File: src/rtl/tl_sched_pkg.sv
// Shared light codes and phase-state encoding for the traffic-light scheduler.
package tl_sched_pkg;

  localparam int unsigned ST_W = 3;

  typedef enum logic [1:0] {
    GREEN  = 2'b00,
    YELLOW = 2'b01,
    RED    = 2'b10
  } light_e;

  typedef enum logic [ST_W-1:0] {
    A_GRN = 3'd0,
    A_YEL = 3'd1,
    AR_AB = 3'd2,
    B_GRN = 3'd3,
    B_YEL = 3'd4,
    AR_BA = 3'd5
  } state_e;

endpackage

File: src/rtl/tl_phase_timer.sv
// Phase dwell timer: synchronous clear, count enable, saturates at lim.
module tl_phase_timer #(
  parameter int unsigned TW = 5
) (
  input  logic          clk,
  input  logic          reset,
  input  logic          clr,
  input  logic          en,
  input  logic [TW-1:0] lim,
  output logic [TW-1:0] cnt
);

  logic [TW-1:0] cnt_q;
  logic [TW-1:0] cnt_d;

  // Next count: clear wins, otherwise step while enabled and below the limit.
  always_comb begin
    cnt_d = cnt_q;
    if (clr) begin
      cnt_d = '0;
    end else if (en && (cnt_q < lim)) begin
      cnt_d = cnt_q + 1'b1;
    end
  end

  // Counter register.
  always_ff @(posedge clk or posedge reset) begin
    if (reset) begin
      cnt_q <= '0;
    end else begin
      cnt_q <= cnt_d;
    end
  end

  assign cnt = cnt_q;

endmodule

File: src/rtl/tl_phase_sched.sv
// Two-street traffic-light phase scheduler: green/yellow/all-red sequencing
// with minimum/maximum green, fixed yellow and all-red clearance.
module tl_phase_sched
  import tl_sched_pkg::*;
#(
  parameter int unsigned TW         = 5,
  parameter int unsigned MIN_GREEN  = 4,
  parameter int unsigned MAX_GREEN  = 12,
  parameter int unsigned YEL_CYC    = 3,
  parameter int unsigned ALLRED_CYC = 1
) (
  input  logic       clk,
  input  logic       reset,
  input  logic       Ta,
  input  logic       Tb,
  input  logic       hold,
  output logic [1:0] La,
  output logic [1:0] Lb,
  output logic [2:0] phase,
  output logic       phase_chg
);

  localparam int unsigned TMAX = (2 ** TW) - 1;

  if ((MIN_GREEN < 1) || (MAX_GREEN < MIN_GREEN) || (YEL_CYC < 1) ||
      (ALLRED_CYC < 1) || (MIN_GREEN > TMAX) || (MAX_GREEN > TMAX) ||
      (YEL_CYC > TMAX) || (ALLRED_CYC > TMAX)) begin : g_bad_params
    $error("tl_phase_sched: illegal timing parameters");
  end

  localparam logic [TW-1:0] MIN_M1 = TW'(MIN_GREEN - 1);
  localparam logic [TW-1:0] MAX_M1 = TW'(MAX_GREEN - 1);
  localparam logic [TW-1:0] YEL_M1 = TW'(YEL_CYC - 1);
  localparam logic [TW-1:0] AR_M1  = TW'(ALLRED_CYC - 1);

  state_e        state_q;
  state_e        state_d;
  logic          phase_chg_q;
  logic          phase_chg_d;
  logic          tmr_clr;
  logic [TW-1:0] tmr_lim;
  logic [TW-1:0] timer;

  tl_phase_timer #(
    .TW (TW)
  ) u_timer (
    .clk   (clk),
    .reset (reset),
    .clr   (tmr_clr),
    .en    (!hold),
    .lim   (tmr_lim),
    .cnt   (timer)
  );

  // Next-state logic; hold overrides any exit, and any change clears the timer.
  always_comb begin
    state_d = state_q;
    tmr_lim = MAX_M1;
    case (state_q)
      A_GRN: begin
        tmr_lim = MAX_M1;
        if ((timer >= MIN_M1) && Tb && (!Ta || (timer >= MAX_M1))) state_d = A_YEL;
      end
      A_YEL: begin
        tmr_lim = YEL_M1;
        if (timer == YEL_M1) state_d = AR_AB;
      end
      AR_AB: begin
        tmr_lim = AR_M1;
        if (timer == AR_M1) state_d = B_GRN;
      end
      B_GRN: begin
        tmr_lim = MAX_M1;
        if ((timer >= MIN_M1) && Ta && (!Tb || (timer >= MAX_M1))) state_d = B_YEL;
      end
      B_YEL: begin
        tmr_lim = YEL_M1;
        if (timer == YEL_M1) state_d = AR_BA;
      end
      AR_BA: begin
        tmr_lim = AR_M1;
        if (timer == AR_M1) state_d = A_GRN;
      end
      default: begin
        tmr_lim = '0;
        state_d = AR_BA;
      end
    endcase
    if (hold) state_d = state_q;
    tmr_clr     = (state_d != state_q);
    phase_chg_d = tmr_clr;
  end

  // State and phase-change flag registers.
  always_ff @(posedge clk or posedge reset) begin
    if (reset) begin
      state_q     <= A_GRN;
      phase_chg_q <= 1'b0;
    end else begin
      state_q     <= state_d;
      phase_chg_q <= phase_chg_d;
    end
  end

  // Moore light decode from the state register only.
  always_comb begin
    La = RED;
    Lb = RED;
    case (state_q)
      A_GRN:   La = GREEN;
      A_YEL:   La = YELLOW;
      B_GRN:   Lb = GREEN;
      B_YEL:   Lb = YELLOW;
      default: begin
        La = RED;
        Lb = RED;
      end
    endcase
  end

  assign phase     = state_q;
  assign phase_chg = phase_chg_q;

endmodule

File: config.mk
export PLATFORM = sky130hd
export DESIGN_NAME = tl_phase_sched
export DESIGN_NICKNAME = d
export VERILOG_FILES = /design/src/rtl/tl_sched_pkg.sv /design/src/rtl/tl_phase_timer.sv /design/src/rtl/tl_phase_sched.sv
export SDC_FILE = /design/constraint.sdc
export NUM_CORES = 1
export LEC_CHECK = 0
export CAP_MARGIN = 20
export CORE_ASPECT_RATIO = 0.8
export CORE_MARGIN = 1.5
export CORE_UTILIZATION = 45
export CTS_BUF_LIST = sky130_fd_sc_hd__clkbuf_2 sky130_fd_sc_hd__clkbuf_4 sky130_fd_sc_hd__clkbuf_8
export DETAILED_ROUTE_END_ITERATION = 8
export GPL_TIMING_DRIVEN = 0
export PLACE_DENSITY = 0.82
export SLEW_MARGIN = 5
export SYNTH_ARGS = -nofsm -noshare
export SYNTH_HDL_FRONTEND = slang
export SYNTH_HIERARCHICAL = 1
export SYNTH_SLANG_ARGS = --single-unit
File: constraint.sdc
create_clock -name clk -period 1.9 [get_ports clk]
set_clock_uncertainty 0.15 [all_clocks]
set_input_delay 0.38 -clock clk [delete_from_list [all_inputs] [get_ports clk]]
set_output_delay 0.38 -clock clk [all_outputs]
set_load 0.02 [all_outputs]
==> impl_metrics.ini <==
[status]
status = complete, but fails checks
violations = negative setup slack

[timing]
finalSetupViolCount = 6
maxSlewViolCount = 0
final_hold_viol_count = 0
tns_ns = -1.04
max_freq_mhz = 477
fin_ws_ns = -0.197
rsz0062_at_grt = yes
fin_crit_ns = 2.10
finalCritPeriodShare_pct = 110

[power]
vdd_drop_max_mv = 0.891
leakage_nw = 0.523
pwr_density_cell_nw_per_um2 = 1580
comb_power_share_pct = 67.5
p_switching_uw = 824
p_total_mw = 1.75
sw_frac_of_total_pct = 47.1
power.share.clock_pct = 9.1
seqPwrFrac_pct = 23.4
p_int_uw = 925

[die]
core_sq_um = 1590
die_w_um = 48.8
row_count = 13
die_area_sq_um = 1930
start_util_pct = 47.3
ios = 13
die_h_um = 39.6

[place]
routabilityCongestion = 0.896
dp_hpwl_um = 1320
place_ws_ns = -0.304
port_buffers = 12

[critical_path]
r2r_cells = 7
timing.rr.start = u_timer/cnt[3]
worstPathRequired_ns = 1.89
reg2reg_setup_slack_ns = -0.20
critPathLaunchType = flip-flop
worstSetupPathType = flip-flop to flip-flop
worstSetupEndpointType = flip-flop
r2r_end = u_timer/cnt[1]
path_max_fanout = 6
worstPathArrival_ns = 2.09

[route]
ant_nets = 0
wl_per_cell_um = 15.0
vias = 751
drtIter0Drc = 18
dr.pass1.iters = 4
via_per_inst = 5.48
routed_wl_um = 2060
post-route-drc-count = 0

[synthesis]
yosys.area.top_type_share_pct = 29.9
yosys_warnings = 6
synth_area_leader_cell = dfrtp_1
syn_area_sq_um = 754
synth-seq-cells = 9
ys_types = 32
ys_top_cells_by_area = dfrtp_1, ha_1, inv_1
syn_area_per_cell_sq_um = 8.57
postSynthCellCount = 88
seq_area_frac_synth_pct = 29.9

[cts]
clockBufferDepth = 2
cts-root-buf = clkbuf_4
cts.sinks = 9
cts_hold_buf = 0
path_clk_slew_ns = 0.06
cts_max_level = 1
cts_tree = built
clk_latency_ns = 0.26
numCtsBuffers = 3

[worst_hold_path]
holdCritPathClass = input pin to async pin

[final_layout]
antennaDiodeCount = 0
nets = 126
drive_gt1_share_pct = 42.6
areaGrowthSynthToFinish_pct = 46.6

[global_routing]
grt_overflow = 0
grt_pass1_wl_um = 3200
grt_pass1_vias = 703
grt_max_degree = 11
grt_antenna_before_repair = 0
grt_usage_pct = 22.9

[job]
maxCapViolCount = 0
## critical path: stages, from the launching register on
cell and delay (ns):
dfrtp_1 0.47, nor4_4 0.36, o21a_1 0.20, o221ai_2 0.12, a211o_1 0.33, o311ai_4 0.09
buf_4 0.21, nor2_1 0.05
## timing repair
item | 4_1_cts | 5_1_grt
setup buffers | 9 | 4
setup endpoints to repair | 11 | 9
resized for setup | 25 | 11
pin swaps | 4 | 5
## per-stage QoR
step | hold WS (ns) | utilization, % | cell area (sq um) | std cells
2_1_floorplan | -0.00405 | - | 795 | 89
3_3_place_gp | 0.449 | 59.1 | 942 | 123
3_5_place_dp | 0.461 | 59.1 | 942 | 123
4_1_cts | 0.190 | 66.1 | 1050 | 135
5_1_grt | 0.220 | 69.4 | 1110 | 137
6_report | 0.195 | 69.4 | 1110 | 137
## flip-flops by register name, indices dropped and copies added, names as in the netlist
register / count
phase: 3
phase_chg: 1
u_timer/cnt: 5
## cell usage in the layout (no fill, tap or decap), types with 3 or more instances in the layout
cell type        netlist  layout
a21oi_2                0       4
ha_1                   5       4
clkdlybuf4s50_1        0       5
dfrtp_2                0       6
nand3_1                4       3
buf_4                  0      12
inv_1                 15      13
clkbuf_4               0       4
nor2_1                 8       6
dfrtp_1                9       3
nand2_1                5       3
## cell type report
cell class / instances / area (sq um)
Tap cell: 22 / 27.5
Inverter: 15 / 61.3
Sequential cell: 9 / 233
Timing Repair Buffer: 24 / 216
Fill cell: 134 / 488
Multi-Input combinational cell: 63 / 538
Clock buffer: 4 / 30.0
## power groups by stage
stage | combinational, mW | clock, mW | sequential [mW]
floorplan | 0.684 | 0 | 0.389
global placement | 0.961 | 0 | 0.370
detailed placement | 1.00 | 0 | 0.374
CTS | 1.08 | 0.161 | 0.390
global route | 1.27 | 0.175 | 0.424
finish | 1.18 | 0.159 | 0.409
## cells in the mapped netlist, drive strengths merged
cell,number
clkbuf,1
a21bo,1
inv,15
nor2b,2
a211o,2
and3,2
mux2i,2
o21a,2
ha,5
nand3,4
nor4,1
nor3b,2
maj3,2
nand3b,2
nor2,8
buf,1
o221ai,1
o211ai,1
o21ai,3
xnor2,1
dfrtp,9
a31oi,1
a21oi,7
o311ai,1
nor3,1
o2111ai,1
conb,1
o32ai,1
a21o,3
nand2,5
## how the worst max path moves through the flow
stage                   startpoint              to  slack (ns)  depth (start not counted)
floorplan                 phase[1]  u_timer/cnt[1]       -0.09                         11
detailed placement              Ta  u_timer/cnt[4]       -0.30                          7
CTS                       phase[0]  u_timer/cnt[3]       -0.16                         12
global placement                Ta  u_timer/cnt[3]       -0.26                          7
finish              u_timer/cnt[3]  u_timer/cnt[1]       -0.20                          7
global route        u_timer/cnt[3]  u_timer/cnt[1]       -0.27                          7
## per-layer routing
metal	GRT usage [%]	routed length (um)	vias to the layer above
met5	0	0	-
met4	2.14	19	0
met3	7.63	115	2
met2	46.2	1090	32
met1	24.8	836	355
li1	-	-	362
## kinds of logic after synthesis
group | synth area share (%)
buffers and inverters | 8.62
multiplexers | 2.65
adder cells (fa/ha/maj) | 11.3
flip-flops | 29.9
AND/OR/NAND/NOR | 20.1
XOR/XNOR | 1.16
other | 0.497
AO/OA/AOI/OAI | 25.9
No activity file was read; power rests on OpenSTA's default activity.
